--- config.mk ---
export PLATFORM = sky130hd
export DESIGN_NAME = fetch_sequencer
export DESIGN_NICKNAME = d
export VERILOG_FILES = /design/src/rtl/edic_ctrl_pkg.sv /design/src/rtl/fetch_sequencer_mem_wait_timer.sv /design/src/rtl/fetch_sequencer.sv
export SDC_FILE = /design/constraint.sdc
export NUM_CORES = 1
export LEC_CHECK = 0
export BUFFER_PORTS_ARGS = -buffer_cell sky130_fd_sc_hd__buf_2
export CORE_MARGIN = 4
export CORE_UTILIZATION = 42
export CTS_CLUSTER_SIZE = 28
export DETAILED_ROUTE_END_ITERATION = 8
export GPL_ROUTABILITY_DRIVEN = 0
export PLACE_DENSITY = 0.7
export SLEW_MARGIN = 30
export SYNTH_ARGS = -nofsm -noshare
export SYNTH_HDL_FRONTEND = slang
export SYNTH_SLANG_ARGS = --single-unit
--- constraint.sdc ---
create_clock -name i_clk -period 1.8 [get_ports i_clk]
set_clock_uncertainty 0.1 [all_clocks]
set_input_delay 0.09 -clock i_clk [delete_from_list [all_inputs] [get_ports i_clk]]
set_output_delay 0.09 -clock i_clk [all_outputs]
set_load 0.1 [all_outputs]
--- src/rtl/edic_ctrl_pkg.sv ---
// Shared definitions for the instruction fetch sequencer: state encoding,
// parameter limits and the opcode decode helper for the immediate flag.
package edic_ctrl_pkg;

    typedef enum logic [2:0] {
        IDLE      = 3'd0,
        FETCH_OP  = 3'd1,
        FETCH_IMM = 3'd2,
        ISSUE     = 3'd3,
        JUMP      = 3'd4,
        HALTED    = 3'd5
    } fetch_state_t;

    localparam int unsigned IMM_BIT_DEFAULT = 7;
    localparam int unsigned MEM_WAIT_MAX    = 15;

    // True when the opcode announces one trailing immediate byte.
    function automatic logic opcode_has_imm(input logic [7:0] opcode,
                                            input int unsigned imm_bit);
        return opcode[imm_bit[2:0]];
    endfunction

endpackage

--- src/rtl/fetch_sequencer_mem_wait_timer.sv ---
// Memory read timer shared by both fetch states. The count is reloaded to
// zero while 'load' is high and advances while 'enable' is high; 'done'
// flags the final cycle of a read, i.e. when the count reaches 'last'.
module mem_wait_timer (
    input  logic       clk,
    input  logic       reset,
    input  logic       load,
    input  logic       enable,
    input  logic [3:0] last,
    output logic       done
);

    logic [3:0] count;

    assign done = enable && (count == last);

    // Reload on entry to a read (and after its last cycle), otherwise count.
    always_ff @(posedge clk) begin
        if (reset) begin
            count <= 4'd0;
        end else if (load) begin
            count <= 4'd0;
        end else if (enable) begin
            count <= count + 4'd1;
        end
    end

endmodule

--- src/rtl/fetch_sequencer.sv ---
// Fetch sequencer: steps the PC through program memory, collects an opcode
// and an optional immediate byte, hands the instruction to the execute unit
// and applies jumps or a halt once the execute unit reports completion.
module fetch_sequencer
    import edic_ctrl_pkg::*;
#(
    parameter int unsigned MEM_WAIT = 1,
    parameter int unsigned IMM_BIT  = IMM_BIT_DEFAULT
) (
    input  logic       i_clk,
    input  logic       i_reset,
    input  logic       i_run,
    input  logic [7:0] i_memData,
    input  logic       i_execDone,
    input  logic       i_jumpTaken,
    input  logic [7:0] i_jumpTarget,
    input  logic       i_halt,
    output logic       o_pcOe,
    output logic       o_pcIncr,
    output logic       o_pcLoad,
    output logic [7:0] o_pcData,
    output logic       o_memRead,
    output logic       o_irLoad,
    output logic [7:0] o_opcode,
    output logic [7:0] o_imm,
    output logic       o_instrValid,
    output logic       o_halted
);

    // Index of the last cycle of a read; out-of-range settings are clamped.
    localparam logic [3:0] WAIT_LAST =
        (MEM_WAIT < 1)            ? 4'd0 :
        (MEM_WAIT > MEM_WAIT_MAX) ? 4'(MEM_WAIT_MAX - 1) :
                                    4'(MEM_WAIT - 1);

    fetch_state_t state;
    logic         in_fetch;
    logic         read_done;

    assign in_fetch = (state == FETCH_OP) || (state == FETCH_IMM);

    mem_wait_timer u_timer (
        .clk    (i_clk),
        .reset  (i_reset),
        .load   (!in_fetch || read_done),
        .enable (in_fetch),
        .last   (WAIT_LAST),
        .done   (read_done)
    );

    // Strobes are pure functions of the state and the read timer.
    assign o_pcOe       = in_fetch;
    assign o_memRead    = in_fetch;
    assign o_pcIncr     = in_fetch && read_done;
    assign o_pcLoad     = (state == JUMP);
    assign o_instrValid = (state == ISSUE);
    assign o_halted     = (state == HALTED);

    // State sequencing plus the opcode, immediate and jump target latches.
    always_ff @(posedge i_clk) begin
        if (i_reset) begin
            state    <= IDLE;
            o_opcode <= 8'h00;
            o_imm    <= 8'h00;
            o_pcData <= 8'h00;
            o_irLoad <= 1'b0;
        end else begin
            o_irLoad <= 1'b0;
            case (state)
                IDLE: begin
                    if (i_run) begin
                        state <= FETCH_OP;
                    end
                end
                FETCH_OP: begin
                    if (read_done) begin
                        o_opcode <= i_memData;
                        if (opcode_has_imm(i_memData, IMM_BIT)) begin
                            state <= FETCH_IMM;
                        end else begin
                            o_imm    <= 8'h00;
                            o_irLoad <= 1'b1;
                            state    <= ISSUE;
                        end
                    end
                end
                FETCH_IMM: begin
                    if (read_done) begin
                        o_imm    <= i_memData;
                        o_irLoad <= 1'b1;
                        state    <= ISSUE;
                    end
                end
                ISSUE: begin
                    if (i_execDone) begin
                        if (i_jumpTaken) begin
                            o_pcData <= i_jumpTarget;
                            state    <= JUMP;
                        end else if (i_halt) begin
                            state <= HALTED;
                        end else begin
                            state <= i_run ? FETCH_OP : IDLE;
                        end
                    end
                end
                JUMP: begin
                    state <= i_run ? FETCH_OP : IDLE;
                end
                HALTED: begin
                    state <= HALTED;
                end
                default: begin
                    state <= IDLE;
                end
            endcase
        end
    end

endmodule
* After elaboration in Yosys (flattened, before gate mapping)
Cells that the tools add are included.
** Cells by class
- Bitwise logic cells :: 0
- Divide/modulo/power cells :: 0
- Shift-type cells :: 0
- Multiply operators :: 0
- Reductions and logical operators :: 13
- Mux-type cells :: 17
- Magnitude comparators :: 0
- Add/subtract/negate cells :: 1
- Equal/unequal tests :: 10
** Operators by type and width (number)
- $mux 8 :: 3
- $mux 3 :: 6
- $pmux 3 s6 :: 1
- $pmux 8 s2 :: 1
- $ne 2x2->1 const B :: 5
- $reduce_and 4->1 :: 2
- $eq 3x2->1 const B :: 2
- $eq 3x3->1 const B :: 2
- $mux 1 :: 5
- $add 4x1->4 const B :: 1
- $logic_not 4->1 :: 1
- $eq 3x1->1 const B :: 1
- $logic_not 3->1 :: 1
- $reduce_and 3->1 :: 1
- $logic_and 1x1->1 :: 2
- $logic_or 1x1->1 :: 2
- $pmux 1 s2 :: 1
- $reduce_and 2->1 :: 1
- $reduce_bool 2->1 :: 1
- $reduce_or 2->1 :: 1
- $logic_not 1->1 :: 1
** Storage, ports and cells
- Output and inout bits :: 31
- Latch bits :: 0
- ROM bits :: 0
- Register bits :: 32
- Input bits :: 22
- Word-level logic and storage cells :: 47
- Memories :: 0
- Memory bits (writable) :: 0

* Logic depth before layout (Yosys ltp)
- Depth in word-level cells :: 5
- Mapped depth :: 7
- Mapped depth without buffers :: 6

* Cells and area by module
From an unflattened synthesis, not the netlist that was laid out.
** Second synthesis, totals
- Cell total of the unflattened synthesis :: 147
- Area total of the unflattened synthesis :: 1431.4 um^2
** Modules (own cells, without submodules)
- fetch_sequencer :: cells an instance 126, times used 1, sequential area each 560.5 um^2, area each 1222.4 um^2
- mem_wait_timer :: cells an instance 21, times used 1, sequential area each 80.1 um^2, area each 209.0 um^2

* Least setup slack after synthesis
No wires, ideal clock.
- Path kind :: register to output
- From :: register state[2]
- To :: output port o_pcLoad
- Slack :: -1310 ps
- Cell stages (with the launch flop) :: 3
- Arrival :: 2920 ps
- Buffers on the path :: 1
- Data required time :: 1610 ps
- Cells stage by stage :: dfxtp_1 > clkbuf_1 > nor3b_1
** Between the ends
- Word-level cells in the longest chain between the ends :: 1
** Ends and longest elaborated chain
- from (decl) :: RTL line fetch_sequencer.sv:36 : fetch_state_t state;
- from (signal assigned) :: RTL line fetch_sequencer.sv:102 : state <= i_run ? FETCH_OP : IDLE;
- from (signal assigned) :: RTL line fetch_sequencer.sv:107 : state <= i_run ? FETCH_OP : IDLE;
- $eq 3x3->1 :: RTL line fetch_sequencer.sv:55 : assign o_pcLoad = (state == JUMP);
- to (decl) :: RTL line fetch_sequencer.sv:20 : output logic o_pcLoad,
Every way passes these cells.

* Final worst setup path
- From :: register u_timer.count[0]
- To :: output port o_pcIncr
** Between the ends
- Word-level cells in the longest chain between the ends :: 3
** Ends and longest elaborated chain
- from (decl) :: RTL line fetch_sequencer_mem_wait_timer.sv:13 : logic [3:0] count;
- from (signal assigned) :: RTL line fetch_sequencer_mem_wait_timer.sv:24 : count <= count + 4'd1;
- $logic_not 4->1 :: RTL line fetch_sequencer_mem_wait_timer.sv:15 : assign done = enable && (count == last);
- $logic_and 1x1->1 :: RTL line fetch_sequencer_mem_wait_timer.sv:15
- $logic_and 1x1->1 :: RTL line fetch_sequencer.sv:54 : assign o_pcIncr = in_fetch && read_done;
- to (decl) :: RTL line fetch_sequencer.sv:19 : output logic o_pcIncr,
Every way passes these cells.

==> run_results.csv <==
group,metric,value,unit
status,status,"finished with violations",
status,failed_checks,"setup timing",
pwr,clkPwrFrac,0.203,
route,routedWlPerCell,14.4,um
critical_path,critPathArrivalTime,1770,ps
floorplanning,ios,53,
global_routing,antenna_found_initial,0,
sta,relSlewSlack,0.655,
sta,finalCritPeriodShare,1.09,
sta,finalMaxSlewViolations,0,
job,max_cap_violations,0,
cells_and_area,fin_nets,254,
pwr,switching_share,0.441,
synthesis,async_flop_share,0,
sta,tightest_slew,516,ps
route,wirelength,3960,um
critical_path,cp-end-kind,"output port",
pwr,ir_drop,0.906,mV
critical_path,slowest_delay,390,ps
synthesis,avgSynthCellArea,9.32,sq um
synthesis,synth_cells,144,
cts,clock_sinks,32,
synthesis,synth_area_leaders,"dfxtp_1, mux2i_1, nor2_1, a22oi_1, xnor2_1",
cells_and_area,antennaDiodeCount,0,
critical_path,path_class,"reg2out",
global_routing,grt_overflow,0,
synthesis,synth_warnings,0,
sta,setup_viol,10,
cells_and_area,final_cells,275,
floorplanning,initial_core_util,0.440,
cts,insertion_delay,340,ps
global_routing,first_global_vias,1388,
global_routing,grt_pass1_wl,6470,um
cts,cts_root_buf,"clkbuf_4",
pwr,pwr-share-seq,0.308,
route,drtIter0Drc,41,
global_routing,track_usage,0.200,
global_routing,grt_start_max_net_pins,21,
critical_path,worst-path-buf-inv,3,
sta,fmax,0.510,GHz
placed_design,placed_cells,242,
synthesis,synth.largest_area_cell,"dfxtp_1",
critical_path,path_max_fanout,2,
critical_path,cp-start-kind,"flop",
cells_and_area,drive_gt1_frac,0.446,
placed_design,io_buffers,52,
cts,cts_buffer_depth,2,
critical_path,cp_top_family,"simple AND/OR/NAND/NOR gates",
synthesis,synthesis.nets,168,
floorplanning,die_area,4160,sq um
sta,hold_viol,0,
route,firstDrtPassIters,4,
pwr,cellPowerDensity,1210,nW/um^2
floorplanning,dieHeight,64.5,um
sta,post-route-min-period,1960,ps
critical_path,slowest_stage,"or3b_4",
floorplanning,die_x,64.5,um
pwr,p_switching,1.16,mW
route,drcViolationCount,0,
placed_design,dp_hpwl,2600,um
synthesis,ys_seq_area_frac,0.477,
cells_and_area,fillers,238,
cts,cts_tree,"built",
critical_path,crit_chain,"inv_2 -> ha_4 -> or3b_4 -> nor3_4 -> a31oi_4 -> clkinvlp_4 -> buf_12",
cts,htreeDepth,2,
synthesis,ys_types,31,
cts,cts_buffers,5,
synthesis,synth.cell_area,1340,sq um
pwr,pwr-share-comb,0.489,
sta,rsz0062_at_grt,"true",
min_path,hold_path_class,"in2reg",
pwr,p_int,1.48,mW
route,vias_per_cell,5.09,
route,ant_nets,0,
synthesis,synth_top_area_frac,0.477,
synthesis,ys_ff_latch,32,
cts,clkSlewWorstSetupHoldPaths,110,ps
floorplanning,rows,20,
floorplanning,core_region_area,3050,sq um
critical_path,cp.required,1610,ps
synthesis,synth_edf_count,0,
cells_and_area,area_delta_synth_final,63.2,%
synthesis,synth_ff_type,"dfxtp_1",
sta,worst_slack,-160,ps
pwr,leakage,1.00,nW
pwr,power,2.64,mW
route,dr_total_vias,1399,
[metrics by stage]
| stage | worst slack [ps] | area [sq um] | hold slack (ps) | util | TNS [ps] |
|---|---|---|---|---|---|
| after global routing | -222 | 2190 | 52.8 | 0.718 | -1300 |
| after floorplan | -347 | 1360 | 134 | - | -2170 |
| after detailed placement | -27.7 | 1780 | 235 | 0.584 | -106 |
| final | -160 | 2190 | 13.6 | 0.718 | -361 |
| after CTS | -214 | 2120 | 15.7 | 0.695 | -762 |
| after global placement | 34.7 | 1780 | 226 | 0.584 | 0 |
[cell type report]
class / instances / area [sq um] / share of cell area
Multi-Input combinational cell: 97 / 739 / 0.338
Timing Repair Buffer: 88 / 648 / 0.296
Sequential cell: 32 / 646 / 0.295
Tap cell: 44 / 55.1 / 0.0251
Clock buffer: 6 / 41.3 / 0.0188
Clock inverter: 2 / 35.0 / 0.0160
Inverter: 6 / 26.3 / 0.0120
[cells by family after synthesis]
group / after synthesis / share of synthesized area
adder cells (fa/ha/maj): 2 / 0.0186
AND/OR/NAND/NOR: 56 / 0.211
flip-flops: 32 / 0.477
multiplexers: 16 / 0.119
AO/OA/AOI/OAI: 20 / 0.107
XOR/XNOR: 3 / 0.0196
buffers and inverters: 15 / 0.0475
[worst register-to-register path: cells and delay by family (launching register included)]
kind / cells / cell delay (ps)
adder cells (fa/ha/maj): 1 / 130
buffers and inverters: 3 / 340
AND/OR/NAND/NOR: 2 / 570
flip-flops: 1 / 340
AO/OA/AOI/OAI: 2 / 270
[layer usage]
metal  vias to the layer above  global-route usage  share of wire
met5                         -                   0              0
li1                        667                   -              -
met4                         0              0.0923          0.021
met1                       669               0.228           0.39
met2                        54               0.339           0.51
met3                         9              0.0624          0.073
[layout by cell type (no fill, tap or decap), types with 4 or more instances in the layout]
master	instances
o21ai_0	4
nor2_1	31
mux2i_1	16
a22oi_2	7
dfxtp_1	28
buf_4	19
buf_12	5
buf_2	47
dlygate4sd3_1	17
clkbuf_4	5
dfxtp_2	4
[path summary, 6_finish.rpt]
kind,start,end,slack [ps],depth (start not counted)
max reg2reg,u_timer.count[0],o_imm[7],-50,8
min,i_execDone,state[0],10,4
max,u_timer.count[0],o_pcIncr,-160,7
min reg2reg,o_opcode[1],o_opcode[1],410,2
[registers in the layout (all words and copies together), names as in the netlist]
signal and count:
o_imm 8, o_opcode 8, o_pcData 8, u_timer.count 4, state 3, o_irLoad 1
[power groups by stage]
stage / sequential (mW) / combinational [mW] / clock [mW]
finish: 0.815 / 1.29 / 0.536
detailed placement: 0.827 / 1.12 / 0
global placement: 0.823 / 1.11 / 0
floorplan: 1.16 / 0.502 / 0
CTS: 0.811 / 1.23 / 0.553
global route: 0.823 / 1.34 / 0.576
[cell usage after synthesis (all sizes together), types with 3 or more instances]
cell / number
nor2: 32
nor3b: 3
a22oi: 8
dfxtp: 32
nor3: 3
nor2b: 3
nand2: 3
xnor2: 3
o21ai: 4
buf: 4
nand3: 4
inv: 6
clkbuf: 5
mux2i: 16
[repair_timing]
item / in CTS / in global routing
resized for setup: 11 / 11
setup endpoints to repair: 21 / 25
hold endpoints to repair: 26 / 0
pin swaps: 6 / 4
setup buffers: 7 / 2
hold buffers: 17 / 0
No activity file was read; power rests on OpenSTA's default activity.
